File: src/rtl/fta_reqarb.sv
// Priority/round-robin request arbiter with per-channel outstanding tracking.
// Define FTA_REQARB_AGING_EN to compile in starvation aging (age 15 outranks any priority).
module fta_reqarb #(
  parameter int CHANNELS = 4,
  parameter int MAXOUT   = 4,
  localparam int HBIT    = $clog2(CHANNELS)
) (
  input  logic                  clk,
  input  logic                  rst,
  input  logic [CHANNELS-1:0]   req_i,
  input  logic [4*CHANNELS-1:0] pri_i,
  input  logic                  bus_stall_i,
  input  logic                  resp_ack_i,
  input  logic [HBIT-1:0]       resp_ch_i,
  output logic [CHANNELS-1:0]   gnt_o,
  output logic [HBIT-1:0]       gnt_ch_o,
  output logic                  cyc_o,
  output logic [CHANNELS-1:0]   ack_o,
  output logic [CHANNELS-1:0]   full_o,
  output logic                  err_o
);

  typedef enum logic {IDLE, GRANT} state_t;

  state_t              state, state_nxt;
  logic [3:0]          outstanding [CHANNELS];
  logic [HBIT-1:0]     last_ch;
  logic [CHANNELS-1:0] elig;
  logic [4:0]          eff_pri [CHANNELS];
  logic                sel_vld;
  logic [HBIT-1:0]     sel_ch;
  logic [HBIT-1:0]     scan_ch;
  logic [4:0]          best_pri;
  logic                accept;

`ifdef FTA_REQARB_AGING_EN
  logic [3:0] age [CHANNELS];

  function automatic logic [3:0] sat_inc4(input logic [3:0] v);
    return (v == 4'hF) ? v : v + 4'd1;
  endfunction
`endif

  assign accept = (state == GRANT) && !bus_stall_i;

  // A channel is not eligible in the cycle its ack is still visible.
  always_comb begin
    for (int n = 0; n < CHANNELS; n++) begin
      elig[n]    = req_i[n] && (outstanding[n] < 4'(MAXOUT)) && !ack_o[n];
      eff_pri[n] = {1'b0, pri_i[4*n +: 4]};
`ifdef FTA_REQARB_AGING_EN
      if (age[n] == 4'hF) eff_pri[n] = 5'd16;
`endif
      full_o[n]  = (outstanding[n] == 4'(MAXOUT));
    end
  end

  // Scan in round-robin order from last+1; strict '>' keeps the earliest on ties.
  always_comb begin
    sel_vld  = 1'b0;
    sel_ch   = '0;
    best_pri = '0;
    scan_ch  = '0;
    for (int i = 0; i < CHANNELS; i++) begin
      scan_ch = last_ch + HBIT'(i + 1);
      if (elig[scan_ch] && (!sel_vld || (eff_pri[scan_ch] > best_pri))) begin
        sel_vld  = 1'b1;
        sel_ch   = scan_ch;
        best_pri = eff_pri[scan_ch];
      end
    end
  end

  always_comb begin
    state_nxt = state;
    case (state)
      IDLE:    if (sel_vld) state_nxt = GRANT;
      GRANT:   if (!bus_stall_i) state_nxt = IDLE;
      default: state_nxt = IDLE;
    endcase
  end

  always_ff @(posedge clk) begin
    if (rst) begin
      state    <= IDLE;
      gnt_o    <= '0;
      gnt_ch_o <= '0;
      cyc_o    <= 1'b0;
      ack_o    <= '0;
      last_ch  <= HBIT'(CHANNELS - 1);
      err_o    <= 1'b0;
    end else begin
      state <= state_nxt;
      ack_o <= '0;
      if (state == IDLE) begin
        if (sel_vld) begin
          gnt_o    <= CHANNELS'(1) << sel_ch;
          gnt_ch_o <= sel_ch;
          cyc_o    <= 1'b1;
        end else begin
          gnt_o <= '0;
          cyc_o <= 1'b0;
        end
      end else if (accept) begin
        ack_o   <= gnt_o;
        last_ch <= gnt_ch_o;
        gnt_o   <= '0;
        cyc_o   <= 1'b0;
      end
      if (resp_ack_i && (outstanding[resp_ch_i] == 4'd0)) err_o <= 1'b1;
    end
  end

  // Accept and retire on the same channel cancel out.
  always_ff @(posedge clk) begin
    for (int n = 0; n < CHANNELS; n++) begin
      if (rst) begin
        outstanding[n] <= 4'd0;
      end else begin
        if (accept && (gnt_ch_o == HBIT'(n))) begin
          if (!(resp_ack_i && (resp_ch_i == HBIT'(n))))
            outstanding[n] <= outstanding[n] + 4'd1;
        end else if (resp_ack_i && (resp_ch_i == HBIT'(n)) && (outstanding[n] != 4'd0)) begin
          outstanding[n] <= outstanding[n] - 4'd1;
        end
      end
    end
  end

`ifdef FTA_REQARB_AGING_EN
  always_ff @(posedge clk) begin
    for (int n = 0; n < CHANNELS; n++) begin
      if (rst) begin
        age[n] <= 4'd0;
      end else if (accept && (gnt_ch_o == HBIT'(n))) begin
        age[n] <= 4'd0;
      end else if ((state == IDLE) && sel_vld && elig[n] && (sel_ch != HBIT'(n))) begin
        age[n] <= sat_inc4(age[n]);
      end
    end
  end
`endif

endmodule

File: config.mk
export PLATFORM = sky130hd
export DESIGN_NAME = fta_reqarb
export DESIGN_NICKNAME = d
export VERILOG_FILES = /design/src/rtl/fta_reqarb.sv
export SDC_FILE = /design/constraint.sdc
export NUM_CORES = 1
export LEC_CHECK = 0
export ABC_AREA = 1
export CORE_UTILIZATION = 38
export CTS_BUF_LIST = sky130_fd_sc_hd__clkbuf_4 sky130_fd_sc_hd__clkbuf_8
export CTS_CLUSTER_SIZE = 40
export DETAILED_ROUTE_END_ITERATION = 16
export GPL_ROUTABILITY_DRIVEN = 1
export PLACE_DENSITY = 0.65
export RECOVER_POWER = 25
export SYNTH_ARGS = -nofsm -noshare
export SYNTH_HDL_FRONTEND = slang
export SYNTH_SLANG_ARGS = --single-unit
File: constraint.sdc
create_clock -name clk -period 7.4 [get_ports clk]
set_clock_uncertainty 0.15 [all_clocks]
set_input_delay 1.48 -clock clk [delete_from_list [all_inputs] [get_ports clk]]
set_output_delay 1.48 -clock clk [all_outputs]
set_load 0.03 [all_outputs]
==> results.md <==
- Status: completed
- DRC viols: 0
- CTS tree: built
- Dpl cells: 540
- Xor and xnor fraction of the mapped netlist area: 4.34%
- Leak: 1.58 nW
- Wirelength per Cell: between 10 and 15 um
- Die X: between 80 and 90 um
- Skew-Pair Late Insertion Delay: 0.29 ns
- Critical path class: in2reg
- CP Data Arrival Time: 6.36 ns
- Mean post-synth cell area: roughly 6.9 sq um
- Setup ws final: 1.10 ns
- Hold slack: 0.301 ns
- Unique cell type count in the Yosys netlist: 40
- Final cell count without fillers: 548
- IO Port Bufs: 41
- Top cell by count, worst path: nand2_1
- Simple-Gate Fraction of Synth Area: a little under a third
- First-pass DRT Iterations: 4
- Crit. End Element: register
- Period utilization: about 85%
- Clk buf depth: 2
- IO Count: 42
- Mapped Cells: roughly 410
- Setup TNS: 0 ns
- Largest net degree at the start of global routing: 32
- DRT iter0 DRCs: 111
- Routed vias: between 2000 and 3000
- Mux share of post-synthesis cell area: 0%
- Complex-gate fraction of the synthesized area: 16.7%
- Gr usage total: 18.9%
- Sequential share of the synthesized area: 27.4%
- Place WS: approximately 0.85 ns
- Area Growth Syn to Fin: 19.4%
- YS warnings: 0
- Nets: 495
- Slew Viols, Final: 0
- Post-Syn Area: 2850 sq um
- Clock-pin slew on the worst setup and hold paths: 0.07 ns
- Top post-synthesis cells by area: edfxtp_1 (17%), dfxtp_1 (11%), nand2_1 (10%), ha_1 (8.8%), inv_1 (8.7%)
- ANT nets after route: 0
- CTS hold repair buffers: 0
- Yosys top cell by area: edfxtp_1
- Synth Register Bits: 31
- HP Start: gnt_o[1]
- Reg area: between 700 and 800 sq um
- Starting Density: between 30% and 40%
- Inserted Clock Buffers: 5
- WP data required: 7.46 ns
- Final wirelength: about 6600 um
- Vias in the first global route: about 2700
- Final setup viols: 0
- Tmin final: 6.30 ns
- Slowest cell on the critical path: clkdlybuf4s50_1
- CP max FO: 11
- Power density over the cells: 283 nW/um^2
- HP Class: reg2reg
- Largest stage delay, worst path: 0.45 ns
- Vias per cell: 4.91
- Area of the multi-input gates: around 1700 sq um
- Antenna diode count: 0
- Max-cap check violation count: 0
- Ratio of cells with drive above 1 in the final layout: between 7 and 8%
- Core area: 7250 sq um
- Worst Setup Start Kind: primary input
- Final Util: 47.0%
- Die Height: 88.6 um
- GPL Wtd Cong: about 0.85
- Yosys top cell area share: 16.8%
- Worst Max-Slew Pin Slew: 1.04 ns
- Standard-cell rows: 31
- Post-synth top flop: edfxtp_1
- Total setup buffers inserted after CTS: 0
- Die area: 7860 sq um
- Peak VDD IR: 108 uV
- Post-Synth Adder-Cell Area: around a tenth
- Ys async rst share: 0%
- Filler cells: approximately 740
- First-pass GRT wire length: about 12000 um
- Peak Freq: 0.159 GHz
- Post_cts resized: 0
- CP startpoint: req_i[2]
- CTS H-tree depth: 2
- RSZ-0062 raised after global routing: false
- HPWL after DPL: around 5400 um
- Largest family of logic cells by synthesized area: simple AND/OR/NAND/NOR gates
- Relative slew margins: approximately 30%
- Fin. Hold Viols: 0
- Root Driver: clkbuf_8
- Number of enable flip-flop cells after synthesis: 16
- Post-synth net total: 458
- Worst reg2reg startpoint: last_ch[1]
- Remaining Overflow, GRT: 0
- Initial antenna violation count: 0
- Clk sinks: 31
## layout make-up
class,count,area share (%)
Multi-Input combinational cell,302,51.1
Clock buffer,7,2.64
Sequential cell,31,22.9
Timing Repair Buffer,42,12.3
Inverter,66,7.27
Tap cell,99,3.64
Clock inverter,1,0.147
## worst paths after layout
kind / endpoint / slack, ns / cells past startpoint
max reg2reg: gnt_o[0] / 1.61 / 36
min reg2reg: ack_o[1] / 0.30 / 2
max: gnt_o[0] / 1.10 / 40
min: ack_o[1] / 0.30 / 2
## worst max-delay path, delay by kind of cell
kind | cells | cell delay [ns]
and+or+nand+nor | 24 | 2.18
AOI/OAI and AO/OA | 8 | 1.01
adders and majority gates | 3 | 0.97
buffers and inverters | 5 | 0.71
## Yosys cell counts, types with 2 or more instances
| cell | n |
|---|---|
| nand2_1 | 78 |
| inv_1 | 66 |
| nor2_1 | 48 |
| o21ai_0 | 42 |
| nand3_1 | 33 |
| ha_1 | 20 |
| edfxtp_1 | 16 |
| dfxtp_1 | 15 |
| a21oi_1 | 13 |
| nand2_2 | 9 |
| o211ai_1 | 8 |
| nor3_1 | 7 |
| xnor2_1 | 6 |
| nand3_2 | 5 |
| xor2_1 | 5 |
| buf_2 | 4 |
| buf_6 | 3 |
| clkbuf_1 | 3 |
| o21ai_1 | 3 |
| o22ai_1 | 3 |
| nand2_4 | 2 |
| nand4_1 | 2 |
| nor4_1 | 2 |
| o21a_1 | 2 |
## state kept, by name, summed over array words and instances, names as in the netlist
register     flops
cyc_o            1
state            1
err_o            1
last_ch          2
gnt_ch_o         2
ack_o            4
gnt_o            4
outstanding     16
## stage by stage
| step | area (sq um) | total power, mW |
|---|---|---|
| 2_1_floorplan | 2850 | 0.701 |
| 4_1_cts | 3410 | 0.974 |
| 6_report | 3410 | 0.964 |
| 3_5_place_dp | 3310 | 0.827 |
| 5_1_grt | 3410 | 1.07 |
| 3_3_place_gp | 3310 | 0.814 |
## metal layers
layer / part of all wire [%] / track usage [%] / wire, um
met4: 1.1 / 4.25 / 70
met5: 0 / 0 / 0
met3: 2.7 / 3.64 / 174
met1: 48 / 24.0 / 3150
met2: 48 / 32.9 / 3160
## logic make-up (layout without fill, tap and decap cells)
group	after synthesis	in the layout
adder cells (fa/ha/maj)	21	21
AND/OR/NAND/NOR	189	189
flip-flops	31	31
XOR/XNOR	12	12
buffers and inverters	78	116
AO/OA/AOI/OAI	80	80
## cells in the final DEF, fill, tap and decap left out, drive strengths merged
| cell type | n |
|---|---|
| a2111oi | 1 |
| a211oi | 2 |
| a21o | 1 |
| a21oi | 14 |
| a31oi | 1 |
| a32o | 1 |
| buf | 1 |
| clkbuf | 7 |
| clkdlybuf4s50 | 32 |
| clkinv | 1 |
| dfxtp | 15 |
| dlygate4sd3 | 9 |
| edfxtp | 16 |
| fa | 1 |
| ha | 20 |
| inv | 66 |
| nand2 | 89 |
| nand3 | 39 |
| nand4 | 3 |
| nor2 | 48 |
| nor3 | 7 |
| nor4 | 2 |
| o211ai | 8 |
| o21a | 2 |
| o21ai | 45 |
| o21bai | 1 |
| o22ai | 3 |
| o31ai | 1 |
| or2 | 1 |
| xnor2 | 6 |
| xor2 | 6 |
## power by group
| group | leakage (nW) | total, mW | switching [mW] | internal, mW |
|---|---|---|---|---|
| Clock | 0.0517 | 0.146 | 0.0675 | 0.0787 |
| Sequential | 0.289 | 0.247 | 0.0336 | 0.214 |
| Combinational | 1.24 | 0.571 | 0.356 | 0.215 |
| Total | 1.58 | 0.964 | 0.457 | 0.507 |
Note: power is estimated with default switching activity, not from simulation.
